**config.mk**
```make
export PLATFORM = sky130hd
export DESIGN_NAME = idli_sregs_m
export DESIGN_NICKNAME = d
export VERILOG_FILES = /design/src/rtl/idli_sregs_m.sv
export SDC_FILE = /design/constraint.sdc
export NUM_CORES = 1
export LEC_CHECK = 0
export CORE_MARGIN = 2
export CORE_UTILIZATION = 27
export DETAILED_ROUTE_END_ITERATION = 6
export GPL_TIMING_DRIVEN = 1
export SLEW_MARGIN = 25
export SYNTH_ARGS = -nofsm -noshare
export SYNTH_HDL_FRONTEND = slang
export SYNTH_HIERARCHICAL = 1
export SYNTH_SLANG_ARGS = --single-unit
```
**constraint.sdc**
```tcl
create_clock -name i_reg_gck -period 4.15 [get_ports i_reg_gck]
set_clock_uncertainty 0.1 [all_clocks]
set_input_delay 0.415 -clock i_reg_gck [delete_from_list [all_inputs] [get_ports i_reg_gck]]
set_output_delay 0.415 -clock i_reg_gck [all_outputs]
set_load 0.01 [all_outputs]
```
**src/rtl/idli_sregs_m.sv**
```systemverilog
// Bit-serial register file for the idli core: registers rotate one slice per
// active cycle, reads expose the LS slice, writes replace a register over one frame.

module idli_sregs_rd_m #(
  parameter int NUM_REGS = 8,
  parameter int IDX_W    = 3,
  parameter int SLICE_W  = 4,
  parameter bit ZERO_R0  = 1'b0
) (
  input  logic [NUM_REGS-1:0][SLICE_W-1:0] i_ls,
  input  logic [IDX_W-1:0]                 i_idx,
  output logic [SLICE_W-1:0]               o_data
);
  logic w_ok;

  assign w_ok   = (32'(i_idx) < 32'(NUM_REGS)) && !(ZERO_R0 && (i_idx == '0));
  assign o_data = w_ok ? i_ls[i_idx] : '0;
endmodule

module idli_sregs_m #(
  parameter int NUM_REGS = 8,
  parameter int REG_W    = 16,
  parameter int SLICE_W  = 4,
  parameter int NUM_RD   = 2,
  parameter bit ZERO_R0  = 1'b0,
  localparam int IDX_W   = $clog2(NUM_REGS),
  localparam int SLICES  = REG_W / SLICE_W,
  localparam int PH_W    = $clog2(SLICES)
) (
  input  logic                             i_reg_gck,
  input  logic                             i_reg_rst,
  input  logic                             i_reg_stall,
  input  logic [NUM_RD-1:0][IDX_W-1:0]     i_reg_rd,
  output logic [NUM_RD-1:0][SLICE_W-1:0]   o_reg_rd_data,
  input  logic [IDX_W-1:0]                 i_reg_wr,
  input  logic                             i_reg_wr_en,
  input  logic [SLICE_W-1:0]               i_reg_wr_data,
  output logic [PH_W-1:0]                  o_reg_phase,
  output logic                             o_reg_sof,
  output logic                             o_reg_wr_busy,
  output logic                             o_reg_wr_rej
);
  typedef enum logic {S_IDLE, S_WRITE} state_t;

  state_t                          r_state, w_state_nxt;
  logic [PH_W-1:0]                 r_phase;
  logic [IDX_W-1:0]                r_wr_idx;
  logic [REG_W-1:0]                r_regs [NUM_REGS];
  logic [NUM_REGS-1:0][SLICE_W-1:0] w_ls;

  logic             w_act, w_last, w_start, w_wr_ok, w_ins;
  logic [IDX_W-1:0] w_wr_idx;

  assign w_act   = ~i_reg_stall;
  assign w_last  = (r_phase == PH_W'(SLICES-1));
  assign w_start = w_act & i_reg_wr_en & (r_state == S_IDLE) & (r_phase == '0);

  // The start cycle writes slice 0 before the index is latched, so use the live index then.
  assign w_wr_idx = (r_state == S_IDLE) ? i_reg_wr : r_wr_idx;
  assign w_wr_ok  = (32'(w_wr_idx) < 32'(NUM_REGS)) && !(ZERO_R0 && (w_wr_idx == '0));
  assign w_ins    = (w_start | ((r_state == S_WRITE) & w_act)) & w_wr_ok;

  assign o_reg_phase = r_phase;
  assign o_reg_sof   = (r_phase == '0);

  always_ff @(posedge i_reg_gck or posedge i_reg_rst) begin
    if (i_reg_rst) begin
      r_state  <= S_IDLE;
      r_phase  <= '0;
      r_wr_idx <= '0;
    end else begin
      r_state <= w_state_nxt;
      if (w_act) r_phase <= w_last ? '0 : r_phase + 1'b1;
      if (w_start) r_wr_idx <= i_reg_wr;
    end
  end

  always_comb begin
    w_state_nxt   = r_state;
    o_reg_wr_busy = 1'b0;
    o_reg_wr_rej  = 1'b0;
    case (r_state)
      S_IDLE: begin
        o_reg_wr_busy = w_start;
        o_reg_wr_rej  = w_act & i_reg_wr_en & (r_phase != '0);
        if (w_start) w_state_nxt = S_WRITE;
      end
      S_WRITE: begin
        o_reg_wr_busy = 1'b1;
        if (w_act && w_last) w_state_nxt = S_IDLE;
      end
      default: w_state_nxt = S_IDLE;
    endcase
  end

  // Inserting the new slice at the top keeps the old slices flowing out of the
  // LS end, so readers see the old value for the whole write frame.
  always_ff @(posedge i_reg_gck or posedge i_reg_rst) begin
    if (i_reg_rst) begin
      for (int i = 0; i < NUM_REGS; i++) r_regs[i] <= '0;
    end else if (w_act) begin
      for (int i = 0; i < NUM_REGS; i++) begin
        if (w_ins && (w_wr_idx == IDX_W'(i)))
          r_regs[i] <= {i_reg_wr_data, r_regs[i][REG_W-1:SLICE_W]};
        else
          r_regs[i] <= {r_regs[i][SLICE_W-1:0], r_regs[i][REG_W-1:SLICE_W]};
      end
    end
  end

  always_comb begin
    w_ls = '0;
    for (int i = 0; i < NUM_REGS; i++) w_ls[i] = r_regs[i][SLICE_W-1:0];
  end

  for (genvar p = 0; p < NUM_RD; p++) begin : g_rd
    idli_sregs_rd_m #(
      .NUM_REGS(NUM_REGS), .IDX_W(IDX_W), .SLICE_W(SLICE_W), .ZERO_R0(ZERO_R0)
    ) u_rd (
      .i_ls   (w_ls),
      .i_idx  (i_reg_rd[p]),
      .o_data (o_reg_rd_data[p])
    );
  end
endmodule

```
==> results of run 1 <==
critical path: stages:
cell and delay, ns:
clkdlybuf4s50_1 0.72, mux4_1 0.60, mux2_2 0.28, clkdlybuf4s50_1 0.48
through the flow:
stage	utilization, %	instance area, um2	setup slack (ns)	total power [mW]
after floorplan	-	6270	0.0522	2.89
after global placement	30.0	6810	1.15	3.22
after detailed placement	30.0	6810	1.12	3.32
after CTS	33.2	7540	1.11	5.18
after global routing	33.2	7540	1.00	5.41
final	33.2	7540	1.14	5.11
power groups by stage:
stage          sequential (mW)  combinational [mW]  clock [mW]
3_3_place_gp              2.19                1.03           0
3_5_place_dp              2.24                1.07           0
4_1_cts                   2.22                1.08        1.88
5_1_grt                   2.30                1.18        1.94
2_1_floorplan             2.04               0.846           0
6_report                  2.22                1.07        1.83
cells in the final DEF, fill, tap and decap left out, drive strengths merged, types with 3 or more instances in the layout:
master	count
mux2i	64
nor2b	4
bufinv	8
buf	4
o22ai	6
clkdlybuf4s50	28
a21oi	32
inv	3
nand2b	3
mux2	108
dfrtp	134
clkinvlp	3
clkbuf	20
mux4	16
how the worst max path moves through the flow:
stage / end / depth (start not counted) / slack, ns / startpoint
after floorplan: o_reg_phase[0]$_DFFE_PP0N_ / 1 / 0.05 / i_reg_rst
final: o_reg_rd_data[0] / 4 / 1.14 / i_reg_rd[0]
after global routing: o_reg_wr_busy / 6 / 1.00 / o_reg_phase[0]$_DFFE_PP0N_
after detailed placement: o_reg_rd_data[3] / 4 / 1.12 / i_reg_rd[0]
after global placement: o_reg_rd_data[1] / 4 / 1.15 / i_reg_rd[0]
after CTS: o_reg_rd_data[0] / 4 / 1.11 / i_reg_rd[0]
cells by family after synthesis:
family	count (synthesis)	share of synthesized area (%)
mux	188	36.3
flops	134	53.5
compound gates	42	4.83
buf+inv	31	2.51
simple gates	21	2.45
fa+ha+maj	2	0.399
per-layer routing:
metal / wire length [um] / global-route usage [%]
met5: 0 / 0
met4: 60 / 3.19
met3: 774 / 3.38
met2: 5640 / 16.1
met1: 6070 / 15.8
cell type report:
cell class | count | area [um2] | share of cell area (%)
clock inverter | 12 | 272 | 3.60
multi-input combinational | 253 | 2770 | 36.7
sequential | 134 | 3350 | 44.5
timing repair buffer | 32 | 327 | 4.33
tap | 285 | 357 | 4.73
inverter | 3 | 13.8 | 0.182
clock buffer | 20 | 457 | 6.05
registers in the layout, summed over array words and instances, names as in the netlist:
name / flops
r_regs: 128
r_wr_idx: 3
o_reg_phase: 2
r_state: 1
==> flow_metrics.py, run 1 <==
metrics = {
    "final_layout": {
        "finalNetCount": 460,
        "area_growth_pct": 20.3,
        "n_fill_cell": 2179,
        "fin_cells": 739,
        "antennaDiodeCount": 0,
        "drive_gt1_share_pct": 34.1,
    },
    "synthesis": {
        "synth_most_common_cell": "dfrtp_1",
        "synthCells": 418,
        "async_flop_share_pct": 100,
        "synth-seq-cells": 134,
        "syn_nets": 437,
        "synth_edf_count": 0,
        "ys_warn_count": 6,
        "synth_top_area_share_pct": 53.5,
        "netlist_area_mm2": 0.00627,
        "synthTopCellsByArea": "dfrtp_1 (53%), mux2_2 (19%), mux2i_1 (10%)",
        "synth_top_area_cell": "dfrtp_1",
        "synthTopCellsByCount": "dfrtp_1 (134), mux2_2 (108), mux2i_1 (64), a21oi_1 (32), mux4_1 (16)",
        "synth_cell_type_count": 29,
        "avgSynthCellArea_um2": 15.0,
        "ys_seq_area_share_pct": 53.5,
        "synth-main-ff-cell": "dfrtp_1",
    },
    "worst_hold_path": {
        "hp-class": "reg2reg",
        "hold_path.startpoint": "r_regs[58]$_DFFE_PP0N_",
        "hold_depth": 1,
        "min_to": "r_regs[54]$_DFFE_PP0N_",
    },
    "critical_path": {
        "end_kind": "output port",
        "worstPathMaxFanout": 8,
        "reg2reg_depth": 5,
        "critical_path_required_ns": 3.63,
        "startpoint_type": "input pin",
        "reg2reg_to": "r_regs[44]$_DFFE_PP0N_",
        "r2r_slack_ns": 1.92,
        "critPathArrivalTime_ns": 2.50,
        "worstSetupPathType": "in2out",
        "reg2reg_from": "o_reg_phase[0]$_DFFE_PP0N_",
    },
    "global_routing": {
        "grt_max_degree": 103,
        "grt_pass1_wl_um": 20400,
        "grt_usage_pct": 11.0,
        "grt-ovfl-total": 0,
        "grt_pass1_vias": 3691,
        "antenna_found_initial": 1,
    },
    "die": {
        "io_pins": 30,
        "coreArea_mm2": 0.0227,
        "die-area_mm2": 0.0245,
        "die_w_um": 156,
        "start_util_pct": 27.6,
        "num_rows": 55,
        "fp.dieH_um": 156,
    },
    "sta": {
        "fin_crit_sh_pct": 72.6,
        "slew_headroom_pct": 37.3,
        "slew_violations": 0,
        "setup_viol": 0,
        "hold_ws_ns": 0.398,
        "tns_ns": 0,
        "hold_viol": 0,
        "min_period_ns": 3.01,
        "tightest_slew_ns": 0.941,
        "rsz0062_at_grt": "no",
        "maxClockFrequency_ghz": 0.332,
    },
    "routing": {
        "vias": 3519,
        "ant_nets": 0,
        "routed_wl_um": 12500,
        "dr.pass1.iters": 4,
        "via_per_inst": 4.76,
        "route.detailed.drc": 0,
        "routedWlPerCell_um": 17.0,
        "first_iter_violations": 171,
    },
    "outcome": {
        "outcome": "finished clean",
    },
    "clocking": {
        "cts_tree": "done",
        "clock-sinks": 134,
        "post_cts_resized": 0,
        "clockBufferDepth": 2,
        "clock_latency_ns": 0.41,
        "cts_made_buffers": 17,
        "cts_root_buf": "clkbuf_16",
        "hold_buffers": 0,
        "cts.clk_slew.worst_paths_ns": 0.06,
        "ctsHtreeMaxLevel": 4,
        "cts_setup_buffers": 0,
    },
    "placed_design": {
        "detailed_place_hpwl_um": 8660,
        "gp_congestion": 0.742,
        "dp.cells": 707,
        "port_buffers": 29,
    },
    "job": {
        "max-cap-violations": 0,
    },
    "pwr": {
        "p_seq_share_pct": 43.3,
        "p_sw_share_pct": 26.6,
        "internal-power_mw": 3.75,
        "p_leak_nw": 3.50,
        "switching_power_mw": 1.36,
        "p_clk_share_pct": 35.8,
        "combPwrFrac_pct": 20.8,
        "ir_worst_vdd_mv": 0.257,
        "p_per_area_mw_per_mm2": 678,
    },
}
Note: power is estimated with default switching activity, not from simulation.
==> run 2, diff against run 1 <==
==> constraint.sdc (replaced) <==
create_clock -name i_reg_gck -period 2.4 [get_ports i_reg_gck]
set_clock_uncertainty 0.1 [all_clocks]
set_input_delay 0.24 -clock i_reg_gck [delete_from_list [all_inputs] [get_ports i_reg_gck]]
set_output_delay 0.24 -clock i_reg_gck [all_outputs]
set_load 0.01 [all_outputs]
==> flow_metrics.py, run 2 (same netlist as run 1, synthesis figures left out) <==
metrics = {
    "job": {
        "max-cap-violations": 0,
    },
    "sta": {
        "hold_viol": 0,
        "slew_violations": 0,
        "maxClockFrequency_ghz": 0.432,
        "min_period_ns": 2.31,
        "hold_ws_ns": 0.0442,
        "setup_viol": 0,
        "tightest_slew_ns": 0.845,
        "slew_headroom_pct": 43.7,
        "fin_crit_sh_pct": 96.4,
        "fin_ws_ns": 0.0869,
    },
    "clocking": {
        "cts.clk_slew.worst_paths_ns": 0.06,
        "hold_buffers": 0,
        "cts_tree": "done",
        "cts_made_buffers": 17,
        "clock-sinks": 134,
        "clock_latency_ns": 0.42,
        "ctsHtreeMaxLevel": 4,
        "clockBufferDepth": 2,
        "cts_root_buf": "clkbuf_16",
    },
    "die": {
        "die-area_mm2": 0.0245,
        "start_util_pct": 27.6,
        "fp.dieH_um": 156,
        "num_rows": 55,
        "io_pins": 30,
        "die_w_um": 156,
        "coreArea_mm2": 0.0227,
    },
    "global_routing": {
        "grt_pass1_vias": 3874,
        "grt-ovfl-total": 0,
        "antenna_found_initial": 0,
        "grt_pass1_wl_um": 20800,
        "grt_usage_pct": 11.3,
        "grt_max_degree": 161,
    },
    "final_layout": {
        "regArea_mm2": 0.00336,
        "stdcell_area_mm2": 0.00766,
        "largest_reg_flops": 128,
        "post-route-util_pct": 33.7,
        "finalNetCount": 474,
        "final_cell_mix": "dfrtp_1 (125), mux2_2 (108), mux2i_1 (64)",
        "drive_gt1_share_pct": 38.9,
        "regMostFlops": "r_regs",
        "multiInputGateArea_mm2": 0.00278,
        "n_fill_cell": 2184,
        "layout_commonest_cell": "dfrtp_1",
        "area_growth_pct": 22.1,
    },
    "routing": {
        "first_iter_violations": 178,
        "routed_wl_um": 13100,
        "vias": 3626,
        "routedWlPerCell_um": 17.3,
        "ant_nets": 0,
        "dr.pass1.iters": 4,
        "route.detailed.drc": 0,
        "via_per_inst": 4.80,
    },
    "worst_hold_path": {
        "hp-class": "in2reg",
        "hold_path.startpoint": "i_reg_stall",
    },
    "pwr": {
        "p_per_area_mw_per_mm2": 1130,
        "power_mw": 8.64,
        "ir_worst_vdd_mv": 0.429,
        "p_leak_nw": 3.57,
    },
    "critical_path": {
        "r2r_slack_ns": 0.48,
        "critPathArrivalTime_ns": 1.97,
        "worstSetupPathType": "reg2out",
        "crit_start": "o_reg_phase[1]$_DFFE_PP0N_",
        "end_kind": "output port",
        "worstPathMaxFanout": 5,
        "reg2reg_from": "r_state$_DFF_PP0_",
        "critical_path_required_ns": 2.06,
        "startpoint_type": "flop",
    },
    "placed_design": {
        "preCtsSetupSlack_ns": -0.188,
        "detailed_place_hpwl_um": 8860,
        "gp_congestion": 0.727,
        "placed_area_mm2": 0.00696,
        "port_buffers": 29,
    },
    "outcome": {
        "outcome": "finished clean",
    },
}
run 2: worst max-delay path: stages, from the launching register on:
cell	delay [ns]
dfrtp_1	0.39
inv_1	0.10
ha_4	0.18
nand2_1	0.08
nor3_2	0.04
or2_2	0.28
clkdlybuf4s50_1	0.48
run 2: per-stage QoR:
stage               cells  setup TNS, ns
floorplan             418              0
global placement      718          -1.36
detailed placement    718          -1.41
CTS                   752              0
global route          753       -0.00425
finish                755              0
run 2: final timing paths:
kind | to | depth (start not counted)
worst max-delay path | o_reg_wr_busy | 6
worst min-delay path | o_reg_phase[0]$_DFFE_PP0N_ | 2
worst max register to register | r_regs[93]$_DFFE_PP0N_ | 3
worst min register to register | r_regs[99]$_DFFE_PP0N_ | 1
max in group asynchronous | r_regs[66]$_DFFE_PP0N_ | 3
min in group asynchronous | r_regs[3]$_DFFE_PP0N_ | 2
run 2: cell type report:
cell class / instances / area share [%]
Inverter: 3 / 0.196
Antenna cell: 2 / 0.0654
Sequential cell: 134 / 43.9
Timing Repair Buffer: 46 / 6.24
Clock buffer: 17 / 5.56
Multi-Input combinational cell: 253 / 36.3
Tap cell: 285 / 4.66
Clock inverter: 15 / 2.99
run 2: report_power, final:
group          internal (mW)  switching [mW]  total [mW]
Combinational           1.19           0.724        1.92
Sequential              3.12           0.741        3.86
Clock                   1.85            1.01        2.86
Total                   6.16            2.48        8.64
run 2: routing by layer:
layer | track usage (%) | wire length, um | vias up | share of wire [%]
met5 | 0 | 0 | - | 0
met4 | 3.98 | 112 | 0 | 0.86
met3 | 3.27 | 539 | 9 | 4.1
met2 | 16.8 | 5890 | 70 | 45
met1 | 15.8 | 6520 | 1906 | 50
li1 | - | - | 1641 | -
run 2: what timing repair did:
| item | 4_1_cts | 5_1_grt |
|---|---|---|
| resized for setup | 22 | 3 |
| pin swaps | 0 | 0 |
| setup endpoints to repair | 10 | 3 |
| buffers inserted | 2 | 1 |
==> run 3, diff against run 2 <==
--- a/config.mk
+++ b/config.mk
@@ -5,10 +5,11 @@
 export SDC_FILE = /design/constraint.sdc
 export NUM_CORES = 1
 export LEC_CHECK = 0
+export CAP_MARGIN = 15
 export CORE_MARGIN = 2
 export CORE_UTILIZATION = 27
 export DETAILED_ROUTE_END_ITERATION = 6
-export GPL_TIMING_DRIVEN = 1
+export GPL_TIMING_DRIVEN = 0
 export SLEW_MARGIN = 25
 export SYNTH_ARGS = -nofsm -noshare
 export SYNTH_HDL_FRONTEND = slang
==> flow_metrics.py, run 3 (same netlist as run 1, synthesis figures left out) <==
metrics = {
    "final_layout": {
        "final_cell_mix": "dfrtp_1 (125), mux2_2 (108), mux2i_1 (64)",
        "largest_reg_flops": 128,
        "area_growth_pct": 22.2,
        "finalNetCount": 491,
        "fin_cells": 770,
        "antennaDiodeCount": 0,
        "regMostFlops": "r_regs",
        "layout_commonest_cell": "dfrtp_1",
        "n_fill_cell": 2177,
        "drive_gt1_share_pct": 39.6,
    },
    "sta": {
        "slew_headroom_pct": 45.7,
        "slew_violations": 0,
        "fin_ws_ns": 0.0963,
        "min_period_ns": 2.30,
        "maxClockFrequency_ghz": 0.434,
        "setup_viol": 0,
        "tightest_slew_ns": 0.814,
        "hold_viol": 0,
        "rsz0062_at_grt": "no",
        "hold_ws_ns": 0.0464,
        "fin_crit_sh_pct": 96.0,
        "tns_ns": 0,
    },
    "global_routing": {
        "grt-ovfl-total": 0,
        "grt_max_degree": 35,
        "grt_pass1_wl_um": 23100,
        "grt_pass1_vias": 4118,
        "antenna_found_initial": 0,
        "grt_usage_pct": 12.7,
    },
    "routing": {
        "via_per_inst": 4.82,
        "routedWlPerCell_um": 18.8,
        "first_iter_violations": 187,
        "ant_nets": 0,
        "route.detailed.drc": 0,
        "vias": 3709,
        "routed_wl_um": 14500,
        "dr.pass1.iters": 4,
    },
    "worst_hold_path": {
        "hp-class": "in2async",
    },
    "critical_path": {
        "worstSetupPathType": "reg2out",
        "critical_path_required_ns": 2.06,
        "crit_slowest_cell": "mux4_1",
        "critPathArrivalTime_ns": 1.96,
        "cpPeakStageDelay_ns": 0.51,
        "startpoint_type": "flop",
        "critPathBufInv": 1,
        "end_kind": "output port",
        "worstPathMaxFanout": 4,
        "crit_family": "multiplexers",
        "worstPathCellList": "mux4_1 -> mux2_2 -> dlygate4sd2_1",
    },
    "pwr": {
        "power_mw": 8.62,
        "p_seq_share_pct": 44.3,
        "internal-power_mw": 6.15,
        "switching_power_mw": 2.47,
        "ir_worst_vdd_mv": 0.375,
        "p_per_area_mw_per_mm2": 1130,
        "combPwrFrac_pct": 23.1,
        "p_sw_share_pct": 28.7,
        "p_clk_share_pct": 32.6,
        "p_leak_nw": 3.60,
    },
    "clocking": {
        "clock-sinks": 134,
        "clock_latency_ns": 0.42,
        "ctsHtreeMaxLevel": 4,
        "hold_buffers": 0,
        "cts.clk_slew.worst_paths_ns": 0.06,
        "clockBufferDepth": 2,
        "cts_made_buffers": 17,
        "cts_tree": "done",
        "cts_root_buf": "clkbuf_16",
    },
    "die": {
        "fp.dieH_um": 156,
        "die-area_mm2": 0.0245,
        "coreArea_mm2": 0.0227,
        "start_util_pct": 27.6,
        "io_pins": 30,
        "die_w_um": 156,
        "num_rows": 55,
    },
    "placed_design": {
        "port_buffers": 25,
        "detailed_place_hpwl_um": 10200,
        "dp.cells": 732,
        "preCtsSetupSlack_ns": -0.360,
        "gp_congestion": 0.838,
    },
    "job": {
        "max-cap-violations": 0,
    },
    "outcome": {
        "outcome": "finished clean",
    },
}
==> run 3: changes by cell type in the layout (fill, tap and decap cells not counted), sizes merged <==
cell / delta
inv: -1
clkdlybuf4s50: -3
dlymetal6s2s: +1
bufinv: -1
buf: +17
diode: -2
clkinv: -2
clkbuf: +6
==> run 3: final timing paths <==
kind	slack [ns]	cells after the start	startpoint	endpoint
setup / recovery	0.1	3	r_regs[115]$_DFFE_PP0N_	o_reg_rd_data[7]
hold / removal	0.05	2	i_reg_rst	r_regs[26]$_DFFE_PP0N_
setup reg to reg	0.30	5	o_reg_phase[0]$_DFFE_PP0N_	r_regs[45]$_DFFE_PP0N_
hold reg to reg	0.40	1	r_regs[86]$_DFFE_PP0N_	r_regs[82]$_DFFE_PP0N_
max in group asynchronous	1.41	4	i_reg_rst	r_regs[96]$_DFFE_PP0N_
min in group i_reg_gck	0.40	1	r_regs[86]$_DFFE_PP0N_	r_regs[82]$_DFFE_PP0N_
==> run 3: power by group through the flow <==
stage | Combinational, mW | Clock, mW | Sequential, mW
after floorplan | 1.46 | 0 | 3.54
after global placement | 1.84 | 0 | 3.76
after detailed placement | 1.95 | 0 | 3.84
after CTS | 2.02 | 2.86 | 3.82
after global routing | 2.17 | 2.98 | 3.94
final | 1.99 | 2.81 | 3.82
==> run 3: area by class of cell <==
cell class	instances	area [um2]	area share, %
clock buffer	21	470	6.14
sequential	134	3360	43.9
clock inverter	11	173	2.25
tap	285	357	4.65
multi-input combinational	253	2770	36.1
buffer	27	145	1.89
inverter	3	15.0	0.196
timing repair buffer	36	374	4.88
==> run 3: routing by layer <==
| layer | global-route usage (%) | routed length, um | vias to the layer above |
|---|---|---|---|
| met5 | 0 | 0 | - |
| met4 | 4.02 | 231 | 0 |
| met3 | 4.35 | 728 | 15 |
| met2 | 18.9 | 6520 | 72 |
| met1 | 17.2 | 6990 | 1956 |
| li1 | - | - | 1666 |
==> run 3: through the flow <==
step / area, um2 / utilization, %
2_1_floorplan: 6270 / -
3_3_place_gp: 6880 / 30.3
5_1_grt: 7660 / 33.7
6_report: 7660 / 33.7
3_5_place_dp: 6960 / 30.7
4_1_cts: 7660 / 33.7
==> run 3: what timing repair did <==
| action | CTS | global route |
|---|---|---|
| pin swaps | 1 | 0 |
| setup endpoints to repair | 10 | 1 |
| gates resized for setup | 24 | 1 |
| setup buffers | 7 | 0 |
